### src/rtl/pipe_flush_ctrl_pkg.sv
`default_nettype none
// =============================================================================
// pipe_ctrl_pkg : shared encodings for the pipeline stall/flush controller
// Revision 1.0
// =============================================================================
package pipe_ctrl_pkg;

  localparam logic [1:0] PCSEL_SEQ = 2'b00;
  localparam logic [1:0] PCSEL_EXC = 2'b01;
  localparam logic [1:0] PCSEL_EPC = 2'b10;

  typedef enum logic [0:0] {
    ST_IDLE  = 1'b0,
    ST_FLUSH = 1'b1
  } state_t;

  localparam int STG_IF  = 0;
  localparam int STG_ID  = 1;
  localparam int STG_EX  = 2;
  localparam int STG_MEM = 3;
  localparam int STG_WB  = 4;

endpackage : pipe_ctrl_pkg
`default_nettype wire

### src/rtl/pipe_flush_ctrl_if.sv
`default_nettype none
// =============================================================================
// pipe_flush_ctrl_if : hazard-event inputs and pipeline control outputs
// Revision 1.0
// =============================================================================
interface pipe_flush_ctrl_if #(
  parameter int NUM_STAGES = 5
);
  localparam int NREG = NUM_STAGES - 1;
  localparam int SW   = $clog2(NUM_STAGES);

  logic            i_exc_req;
  logic [SW-1:0]   i_exc_stage;
  logic            i_eret_req;
  logic            i_mdu_busy;
  logic            i_ld_use_stall;
  logic            i_br_flush;
  logic            o_pc_en;
  logic [1:0]      o_pc_sel;
  logic            o_epc_we;
  logic [NREG-1:0] o_reg_en;
  logic [NREG-1:0] o_reg_clr;
  logic            o_busy;

  // Pipeline/hazard side: raises events, consumes control
  modport master (
    output i_exc_req, i_exc_stage, i_eret_req, i_mdu_busy, i_ld_use_stall, i_br_flush,
    input  o_pc_en, o_pc_sel, o_epc_we, o_reg_en, o_reg_clr, o_busy
  );

  modport slave (
    input  i_exc_req, i_exc_stage, i_eret_req, i_mdu_busy, i_ld_use_stall, i_br_flush,
    output o_pc_en, o_pc_sel, o_epc_we, o_reg_en, o_reg_clr, o_busy
  );

endinterface : pipe_flush_ctrl_if
`default_nettype wire

### src/rtl/pipe_flush_ctrl_sat_cnt.sv
`default_nettype none
// =============================================================================
// sat_cnt : W-bit incrementing counter that sticks at all-ones
// Revision 1.0
// =============================================================================
module sat_cnt #(
  parameter int W = 32
) (
  input  wire logic         clk,
  input  wire logic         reset,
  input  wire logic         i_inc,
  output logic      [W-1:0] o_q
);

  logic [W-1:0] r_q;

  always_ff @(posedge clk or posedge reset) begin
    if (reset) begin
      r_q <= '0;
    end else if (i_inc && (r_q != '1)) begin
      r_q <= r_q + W'(1);
    end
  end

  assign o_q = r_q;

endmodule : sat_cnt
`default_nettype wire

### src/rtl/pipe_flush_ctrl.sv
`default_nettype none
// =============================================================================
// pipe_flush_ctrl : stall/flush arbiter with post-exception/ERET flush window.
// Optional macro PIPE_CTRL_PERF_EN adds saturating stall/flush counters.
// Revision 1.0
// =============================================================================
module pipe_flush_ctrl
  import pipe_ctrl_pkg::*;
#(
  parameter int NUM_STAGES   = 5,
  parameter int FLUSH_CYCLES = 2,
  parameter int COMMIT_STAGE = 3,
  parameter int CNT_W        = 32
) (
  input  wire logic        clk,
  input  wire logic        reset,
  pipe_flush_ctrl_if.slave bus
`ifdef PIPE_CTRL_PERF_EN
  ,
  output logic [CNT_W-1:0] o_stall_cnt,
  output logic [CNT_W-1:0] o_flush_cnt
`endif
);

  localparam int NREG = NUM_STAGES - 1;
  localparam int CW   = (FLUSH_CYCLES < 1) ? 1 : $clog2(FLUSH_CYCLES + 1);

  state_t          r_state;
  state_t          w_state_nxt;
  logic [CW-1:0]   r_cnt;
  logic [CW-1:0]   w_cnt_nxt;
  logic            w_pc_en;
  logic [1:0]      w_pc_sel;
  logic            w_epc_we;
  logic [NREG-1:0] w_reg_en;
  logic [NREG-1:0] w_reg_clr;

  always_ff @(posedge clk or posedge reset) begin
    if (reset) begin
      r_state <= ST_IDLE;
      r_cnt   <= '0;
    end else begin
      r_state <= w_state_nxt;
      r_cnt   <= w_cnt_nxt;
    end
  end

  always_comb begin
    w_state_nxt = r_state;
    w_cnt_nxt   = r_cnt;
    w_pc_en     = 1'b1;
    w_pc_sel    = PCSEL_SEQ;
    w_epc_we    = 1'b0;
    w_reg_en    = '1;
    w_reg_clr   = '0;

    if (reset) begin
      w_pc_en   = 1'b0;
      w_reg_en  = '0;
      w_reg_clr = '1;
    end else if (bus.i_exc_req) begin
      // Kill the faulting instruction and everything younger; older ones drain
      for (int j = 0; j < NREG; j++) begin
        w_reg_clr[j] = (j <= int'(bus.i_exc_stage));
      end
      w_pc_sel = PCSEL_EXC;
      w_epc_we = 1'b1;
      if (FLUSH_CYCLES > 0) begin
        w_state_nxt = ST_FLUSH;
        w_cnt_nxt   = CW'(FLUSH_CYCLES);
      end
    end else if (r_state == ST_FLUSH) begin
      w_pc_en           = 1'b0;
      w_reg_clr[STG_IF] = 1'b1;
      if (r_cnt <= CW'(1)) begin
        w_state_nxt = ST_IDLE;
        w_cnt_nxt   = '0;
      end else begin
        w_cnt_nxt = r_cnt - CW'(1);
      end
    end else if (bus.i_eret_req) begin
      for (int j = 0; j < NREG; j++) begin
        w_reg_clr[j] = (j <= COMMIT_STAGE);
      end
      w_pc_sel = PCSEL_EPC;
      if (FLUSH_CYCLES > 0) begin
        w_state_nxt = ST_FLUSH;
        w_cnt_nxt   = CW'(FLUSH_CYCLES);
      end
    end else if (bus.i_mdu_busy) begin
      w_pc_en           = 1'b0;
      w_reg_en[STG_IF]  = 1'b0;
      w_reg_en[STG_ID]  = 1'b0;
      w_reg_clr[STG_EX] = 1'b1;
    end else if (bus.i_ld_use_stall) begin
      w_pc_en           = 1'b0;
      w_reg_en[STG_IF]  = 1'b0;
      w_reg_clr[STG_ID] = 1'b1;
    end else if (bus.i_br_flush) begin
      w_reg_clr[STG_IF] = 1'b1;
    end
  end

  assign bus.o_pc_en   = w_pc_en;
  assign bus.o_pc_sel  = w_pc_sel;
  assign bus.o_epc_we  = w_epc_we;
  assign bus.o_reg_en  = w_reg_en;
  assign bus.o_reg_clr = w_reg_clr;
  assign bus.o_busy    = !reset && (r_state != ST_IDLE);

`ifdef PIPE_CTRL_PERF_EN
  logic w_stall_inc;
  logic w_flush_inc;

  assign w_stall_inc = !reset && !w_pc_en;
  assign w_flush_inc = !reset &&
                       (bus.i_exc_req || (bus.i_eret_req && (r_state == ST_IDLE)));

  sat_cnt #(.W(CNT_W)) u_stall_cnt (
    .clk   (clk),
    .reset (reset),
    .i_inc (w_stall_inc),
    .o_q   (o_stall_cnt)
  );

  sat_cnt #(.W(CNT_W)) u_flush_cnt (
    .clk   (clk),
    .reset (reset),
    .i_inc (w_flush_inc),
    .o_q   (o_flush_cnt)
  );
`endif

endmodule : pipe_flush_ctrl
`default_nettype wire

### src/flat_wrapper.sv
// flat-port wrapper written by rule: the top's interface ports become plain ports
module pipe_flush_ctrl_flat import pipe_ctrl_pkg::*;
#(
  parameter int NUM_STAGES   = 5,
  parameter int FLUSH_CYCLES = 2,
  parameter int COMMIT_STAGE = 3,
  parameter int CNT_W        = 32
)
  (clk, reset, bus_i_exc_req, bus_i_exc_stage, bus_i_eret_req, bus_i_mdu_busy, bus_i_ld_use_stall, bus_i_br_flush, bus_o_pc_en, bus_o_pc_sel, bus_o_epc_we, bus_o_reg_en, bus_o_reg_clr, bus_o_busy);
  pipe_flush_ctrl_if #(.NUM_STAGES(NUM_STAGES)) bus_i ();
  input  wire logic clk;
  input  wire logic reset;
  input wire logic [$bits(bus_i.i_exc_req)-1:0] bus_i_exc_req;
  input wire logic [$bits(bus_i.i_exc_stage)-1:0] bus_i_exc_stage;
  input wire logic [$bits(bus_i.i_eret_req)-1:0] bus_i_eret_req;
  input wire logic [$bits(bus_i.i_mdu_busy)-1:0] bus_i_mdu_busy;
  input wire logic [$bits(bus_i.i_ld_use_stall)-1:0] bus_i_ld_use_stall;
  input wire logic [$bits(bus_i.i_br_flush)-1:0] bus_i_br_flush;
  output wire logic [$bits(bus_i.o_pc_en)-1:0] bus_o_pc_en;
  output wire logic [$bits(bus_i.o_pc_sel)-1:0] bus_o_pc_sel;
  output wire logic [$bits(bus_i.o_epc_we)-1:0] bus_o_epc_we;
  output wire logic [$bits(bus_i.o_reg_en)-1:0] bus_o_reg_en;
  output wire logic [$bits(bus_i.o_reg_clr)-1:0] bus_o_reg_clr;
  output wire logic [$bits(bus_i.o_busy)-1:0] bus_o_busy;
  assign bus_i.i_exc_req = bus_i_exc_req;
  assign bus_i.i_exc_stage = bus_i_exc_stage;
  assign bus_i.i_eret_req = bus_i_eret_req;
  assign bus_i.i_mdu_busy = bus_i_mdu_busy;
  assign bus_i.i_ld_use_stall = bus_i_ld_use_stall;
  assign bus_i.i_br_flush = bus_i_br_flush;
  assign bus_o_pc_en = bus_i.o_pc_en;
  assign bus_o_pc_sel = bus_i.o_pc_sel;
  assign bus_o_epc_we = bus_i.o_epc_we;
  assign bus_o_reg_en = bus_i.o_reg_en;
  assign bus_o_reg_clr = bus_i.o_reg_clr;
  assign bus_o_busy = bus_i.o_busy;
  pipe_flush_ctrl #(.NUM_STAGES(NUM_STAGES), .FLUSH_CYCLES(FLUSH_CYCLES), .COMMIT_STAGE(COMMIT_STAGE), .CNT_W(CNT_W)) u_core (.clk(clk), .reset(reset), .bus(bus_i));
endmodule
### config.mk
export PLATFORM = sky130hd
export DESIGN_NAME = pipe_flush_ctrl_flat
export DESIGN_NICKNAME = d
export VERILOG_FILES = /design/src/rtl/pipe_flush_ctrl_pkg.sv /design/src/rtl/pipe_flush_ctrl_if.sv /design/src/rtl/pipe_flush_ctrl_sat_cnt.sv /design/src/rtl/pipe_flush_ctrl.sv /design/src/flat_wrapper.sv
export SDC_FILE = /design/constraint.sdc
export NUM_CORES = 1
export LEC_CHECK = 0
export BUFFER_PORTS_ARGS = -buffer_cell sky130_fd_sc_hd__buf_2
export CORE_AREA = 2 2 39 41
export DETAILED_ROUTE_END_ITERATION = 12
export DIE_AREA = 0 0 41 43
export PLACE_DENSITY = 0.59
export REMOVE_ABC_BUFFERS = 1
export SYNTH_ARGS = -nofsm -noshare
export SYNTH_HDL_FRONTEND = slang
export SYNTH_HIERARCHICAL = 1
export SYNTH_SLANG_ARGS = --single-unit
### constraint.sdc
create_clock -name clk -period 1.1 [get_ports clk]
set_clock_uncertainty 0.15 [all_clocks]
set_input_delay 0.055 -clock clk [delete_from_list [all_inputs] [get_ports clk]]
set_output_delay 0.055 -clock clk [all_outputs]
set_load 0.02 [all_outputs]
Word-level counts from Yosys, hierarchy flattened
Index checks and enable logic that the tools add are counted.
- word-level logic and storage cells: 48
- register bits after elaboration: 3
- output and inout port bits: 13
- input bits: 10
- multiplexer cells: 36
- $lt $le $gt $ge: 4
- bitwise operators: 1
- add/sub/neg operators: 1
- reduce and logical (&&, ||, !) cells: 4
- operators by type and width (cell ; count):
    2-bit two-way mux ; 14
    1-bit two-way mux ; 18
    4-bit two-way mux ; 2
    2-bit by 3-bit less-or-equal comparator with 1-bit output (first input constant) ; 2
    3-bit two-way mux ; 2
    1-bit by 3-bit less-or-equal comparator with 1-bit output (first input constant) ; 1
    3-bit nonzero test ; 1
    2-bit by 1-bit less-or-equal comparator with 1-bit output (second input constant) ; 1
    2-bit AND reduction ; 1
    2-bit by 1-bit subtractor with 2-bit output (second input constant) ; 1
    1-bit logical AND ; 1
    1-bit zero test ; 1
    1-bit NOT ; 1

Longest topological paths before layout
Gate-level depths: netlist of run 1.
- word-level depth: 7
- depth in mapped cells: 4
- mapped depth without buffers: 3

Least setup slack after synthesis of run 1
No wires, ideal clock.
- path type: reg2out
- from: reg u_core.r_state
- to: out bus_o_pc_en
- buffers on the path: 0
- data required time: 0.895 ns
- arrival: 0.950 ns
- cell stages (with the launch flop): 3
- path slack: -0.055 ns
- cells stage by stage: dfrtp_1 -> o21bai_1 -> a21oi_1
- word-level cells in the longest chain between the ends: 3
- RTL lines (what ; line ; text):
    start, declared ; pipe_flush_ctrl.sv:28 ; state_t r_state;
    start signal, assigned ; pipe_flush_ctrl.sv:43 ; r_state <= w_state_nxt;
    1-bit two-way mux ; pipe_flush_ctrl.sv:72 ; end else if (r_state == ST_FLUSH) begin
    1-bit two-way mux ; pipe_flush_ctrl.sv:61 ; end else if (bus.i_exc_req) begin
    1-bit two-way mux ; pipe_flush_ctrl.sv:57 ; if (reset) begin
    end, declared ; flat_wrapper.sv:19 ; output wire logic [$bits(bus_i.o_pc_en)-1:0] bus_o_pc_en;
Every way passes these cells.

Worst setup path after layout of run 1
- from: reg u_core.r_state
- to: out bus_o_reg_clr[2]
- word-level cells in the longest chain between the ends: 3
- RTL lines (what ; line ; text):
    3-bit two-way mux ; pipe_flush_ctrl.sv:72 ;
    4-bit two-way mux ; pipe_flush_ctrl.sv:61 ;
    4-bit two-way mux ; pipe_flush_ctrl.sv:57 ;
    end, declared ; flat_wrapper.sv:23 ; output wire logic [$bits(bus_i.o_reg_clr)-1:0] bus_o_reg_clr;
Every way passes these cells.

==> run summary, run 1 <==
crit-path max cell delay = 0.45 ns
Critical R2R Launch = u_core/r_state
sw power = 0.273 mW
Inserted Clock Buffers = 3
post-route setup slack = -0.244 ns
port buffer count = 22
number of buffers and inverters on the critical path = 1
filler instances = 153
violated checks = setup timing
storage element area = 76.3 sq um
area grow syn2layout = 98.7%
clock share of power = 26.1%
DP HPWL = 654 microns
WP data arrival = 1.14 ns
Clock Latency Late Sink = 0.23 ns
FF-to-FF setup slack = -0.19 ns
RSZ-0062 raised after global routing = yes
Global Route Usage Sum = 13.5%
nets@finish = 85
global-route wire length before repair = 1610 microns
Slew Limit Fails = 0
DR vias = 415
clock slew at reported path FFs = 0.04 ns
layout cell share with drive strength beyond 1 = 58.1%
Pwr Density = 1240 mW/mm^2
mapped cell area = 299 sq um
Total Die Area = 0.00176 sq mm
DRC viols = 0
fmax = 744 MHz
Sequential Power Share = 24.2%
Iteration-0 DRC Markers = 5
status = finished, violations left
largest net degree at the start of global routing = 10
Die Height = 43 microns
Min-Delay Path Class = in2reg
vias in the first global route = 421
Max IR drop VDD = 0.000631 V
Via density = 4.61
n_diodes = 0
met1 usage = 15.0%
synth top area cells = dfrtp_1, a21oi_1, o21ai_0
CP max stage cell = dfrtp_2
FF-to-FF path depth = 4
grt total ovfl = 0
H-tree levels = 1
Crit. End Element = output pin
area of the multi-input gates = 216 sq um
clock sinks = 3
reg2reg end = u_core/r_state
Core Region = 0.00138 sq mm
commonest non-fill, non-tap cell in the layout = buf_2
routed wire length = 1010 microns
Logic pwr share = 49.7%
Avg WL per Cell = 11.2 microns
sequential area share after synthesis = 25.1%
clock buffer depth = 2
worst-margin pin slew = 0.217 ns
Setup-failing EPs final = 12
Final period util = 122%
Cell Rows = 14
most frequent cells in the layout = buf_2, buf_6, buf_4
GR Layer Usage met3 = 3.14%
startpoint types = register
Sw Ratio = 37.1%
TritonRoute pass-1 iters = 3
Int Pwr = 0.462 mW
area share of the largest cell type after synthesis = 25.1%
Place WS = -0.0780 ns
CP Data Required Time = 0.89 ns
min cycle time layout = 1.34 ns
chip width = 41 microns
Slew Limit Headroom = 85.4%
Antenna Nets Post-Route = 0
Max FO, Critical Path = 4
clock root buffer master = clkbuf_4
worst hold path startpoint = bus_i_exc_req
kind of critical path = reg2out
busiest grt layer = met2
Hold Violations, Final = 0
io pins = 23
Max-cap violations = 0
Final Wtd Congestion = 0.782
largest area contributor in the netlist = dfrtp_1
GRT met2 Usage = 20.3%
Starting Density = 21.6%
CP delay by family, top = flip-flops
Seq cells post-synth = 3
critical-path cell list = nor2_4 > o21ai_0 > nand3_1 > buf_6
Worst Hold Path EP = u_core/r_cnt[0]
Cells after Synth = 43
Syn Area/Cell = 6.95 sq um
warnings from Yosys = 6
Leakage = 0.291 nW
antenna violations before repair = 0
library cells used by synthesis = 19
Overall Power = 0.735 mW
CTS tree = done
hold depth = 2
==> worst max-delay path by stage <==
| stage | startpoint | end | cells after the start |
|---|---|---|---|
| floorplan | u_core/r_state | bus_o_pc_en | 2 |
| global placement | u_core/r_state | bus_o_reg_en[1] | 3 |
| detailed placement | u_core/r_state | bus_o_reg_en[0] | 3 |
| CTS | u_core/r_state | bus_o_pc_en | 3 |
| global route | u_core/r_state | bus_o_pc_en | 3 |
| finish | u_core/r_state | bus_o_reg_clr[2] | 4 |
==> routing by layer <==
metal	vias up	share of wire, %
met2	14	51
met4	0	3.0
met1	187	38
met5	-	0
met3	4	7.6
li1	210	-
==> synth_stat cells <==
library cell / instances
nor2_1: 5
nand3_1: 2
nor3_2: 1
buf_6: 1
o41ai_1: 1
o21ai_1: 2
o31ai_1: 1
inv_1: 5
o32a_1: 1
dfrtp_1: 3
o21bai_1: 1
nand2_2: 1
a21oi_1: 6
o21ai_0: 5
nor2b_1: 1
buf_4: 3
o21a_1: 1
and3_1: 1
nand2_1: 2
==> repair_timing <==
item,in CTS,in global routing
hold buffers,2,0
pin swaps,4,4
gates resized for setup,22,9
endpoints found under the setup margin,11,12
setup buffers,3,0
hold endpoints to repair,4,0
==> final cells by class <==
cell class,instances,share of cell area [%]
tap,16,3.37
sequential,3,12.8
multi-input combinational,31,36.4
timing repair buffer,31,39.8
clock buffer,4,4.42
inverter,5,3.16
==> state kept, by name, indices dropped and copies added (netlist names) <==
signal / count
u_core/r_state: 1
u_core/r_cnt: 2
==> cells by family after synthesis <==
kind of cell    count (synthesis)  synth area share, %
flops                           3                 25.1
simple gates                   13                 21.8
compound gates                 18                 35.6
buf+inv                         9                 17.6
==> stage by stage <==
step	instances	util [%]	area (sq um)	setup TNS [ns]	hold WS, ns
2_1_floorplan	39	-	265	-0.0550	-0.169
3_3_place_gp	81	30.7	425	-0.316	0.0351
3_5_place_dp	81	30.7	425	-0.390	0.0287
4_1_cts	90	40.7	563	-2.33	0.0304
5_1_grt	90	42.9	594	-2.78	0.0697
6_report	90	42.9	594	-2.28	0.0450
==> power groups by stage <==
| stage | combinational, mW | sequential (mW) | clock, mW |
|---|---|---|---|
| after global routing | 0.399 | 0.180 | 0.206 |
| final | 0.365 | 0.178 | 0.192 |
| after floorplan | 0.139 | 0.163 | 0 |
| after detailed placement | 0.247 | 0.162 | 0 |
| after CTS | 0.337 | 0.174 | 0.202 |
| after global placement | 0.247 | 0.160 | 0 |
Note: power is estimated with default switching activity, not from simulation.
==> run 2: changes to the inputs <==
- SETUP_SLACK_MARGIN: not set -> 0.4
==> run 2 against run 1 <==
The run ends with hold timing, setup timing left. Hold slack got worse by 0.17 ns. Sequential power barely moved. Non-clock buffer count did not move. Register-to-register slack better by 0.02 ns. Critical path depth fell by 1. First-iteration DRC count decreased by 60%. Sequential cell count unchanged. Fmax decreased by 0.59%. Combinational power grew 5%. Sequential share of layout area down 0.83 points. Final area rose by 6.9%. Largest cell class unchanged. Largest power group unchanged.
==> run summary, run 2 (synthesized netlist as in run 1, its figures left out) <==
status = finished, violations left
violated checks = hold timing, setup timing
CP max stage cell = dfrtp_2
largest net degree at the start of global routing = 10
startpoint types = register
crit-path max cell delay = 0.45 ns
Slew Limit Headroom = 83.2%
n_diodes = 0
Clock Latency Late Sink = 0.23 ns
routed wire length = 1000 microns
H-tree levels = 1
Antenna Nets Post-Route = 0
Final period util = 123%
clock slew at reported path FFs = 0.04 ns
Hold Violations, Final = 4
filler instances = 142
Final Wtd Congestion = 0.782
WP data arrival = 1.15 ns
RSZ-0062 raised after global routing = yes
clock buffer depth = 2
Overall Power = 0.754 mW
antenna violations before repair = 0
Die Height = 43 microns
critical-path cell list = o21bai_1 > a21oi_1 > buf_4
post-route cell area = 636 sq um
chip width = 41 microns
nets@finish = 85
most frequent cells in the layout = buf_6, buf_2, buf_4
CTS tree = done
layout cell share with drive strength beyond 1 = 63.5%
Max IR drop VDD = 0.000578 V
Max FO, Critical Path = 4
Min-Delay Path Class = in2async
kind of critical path = reg2out
Crit. End Element = output pin
Area after DPL = 425 sq um
Largest Register = u_core/r_cnt
vias in the first global route = 439
Slew Limit Fails = 0
TritonRoute pass-1 iters = 3
min cycle time layout = 1.35 ns
fmax = 740 MHz
post-route setup slack = -0.252 ns
Global Route Usage Sum = 14.4%
Inserted Clock Buffers = 3
Via density = 4.83
DR vias = 435
Iteration-0 DRC Markers = 2
DRC viols = 0
Core Region = 0.00138 sq mm
Leakage = 0.305 nW
Largest register FFs = 2
Avg WL per Cell = 11.1 microns
Starting Density = 21.6%
commonest non-fill, non-tap cell in the layout = buf_6
Pwr Density = 1190 mW/mm^2
clock sinks = 3
DP HPWL = 654 microns
final hold slack = -0.123 ns
grt total ovfl = 0
Max-cap violations = 0
Setup-failing EPs final = 12
Top Registers = u_core/r_cnt x2, u_core/r_state x1
clock root buffer master = clkbuf_4
Cell Rows = 14
CP Data Required Time = 0.89 ns
worst-margin pin slew = 0.249 ns
global-route wire length before repair = 1680 microns
area grow syn2layout = 113%
port buffer count = 22
io pins = 23
Total Die Area = 0.00176 sq mm
Place WS = -0.0780 ns
## run 2: worst paths after layout
check,startpoint,end,slack (ns),cells after the start
worst max-delay path,u_core/r_state,bus_o_pc_en,-0.25,3
worst max register to register,u_core/r_state,u_core/r_state,-0.17,4
min in group clk,reset,u_core/r_cnt[0],-0.06,3
worst min register to register,u_core/r_cnt[0],u_core/r_cnt[0],0.34,1
worst min-delay path,reset,u_core/r_cnt[0],-0.12,5
max in group asynchronous,reset,u_core/r_state,0.82,5
## run 2: what timing repair did
item / 4_1_cts / 5_1_grt
endpoints found under the hold margin: 4 / 4
pin swaps: 6 / 6
setup buffers: 5 / 0
gates resized for setup: 37 / 10
endpoints found under the setup margin: 16 / 14
## run 2: critical path: cells and delay by family (launching register included)
family	cells	cell delay (ns)
compound gates	2	0.30
buf+inv	1	0.16
flops	1	0.45
## run 2: area by class of cell
type	instances	area (sq um)	area share (%)
Sequential cell	3	76.3	12.0
Tap cell	16	20.0	3.15
Clock buffer	4	26.3	4.13
Inverter	5	21.3	3.35
Timing Repair Buffer	31	267	41.9
Multi-Input combinational cell	31	225	35.4
## run 2: layer usage
metal  vias up  track usage (%)  routed length (microns)
met5         -                0                        0
met4         0             10.0                       30
met3         4             2.62                       79
met2        14             24.1                      528
met1       204             14.9                      361
li1        213                -                        -
## run 2: metrics by stage
stage                     utilization [%]  TNS [ns]  hold WS (ns)  cells
after detailed placement             30.7    -0.390        0.0287     81
after CTS                            43.4     -2.30        -0.156     90
after global placement               30.7    -0.316        0.0351     81
final                                45.9     -2.25        -0.123     90
after floorplan                         -   -0.0550        -0.169     39
after global routing                 45.9     -2.78        -0.107     90
## run 2: power breakdown
| group | total, mW | internal (mW) | switching, mW | leakage (nW) |
|---|---|---|---|---|
| registers | 0.176 | 0.141 | 0.0352 | 0.0345 |
| clock network | 0.194 | 0.136 | 0.0578 | 0.0150 |
| logic | 0.384 | 0.200 | 0.184 | 0.255 |
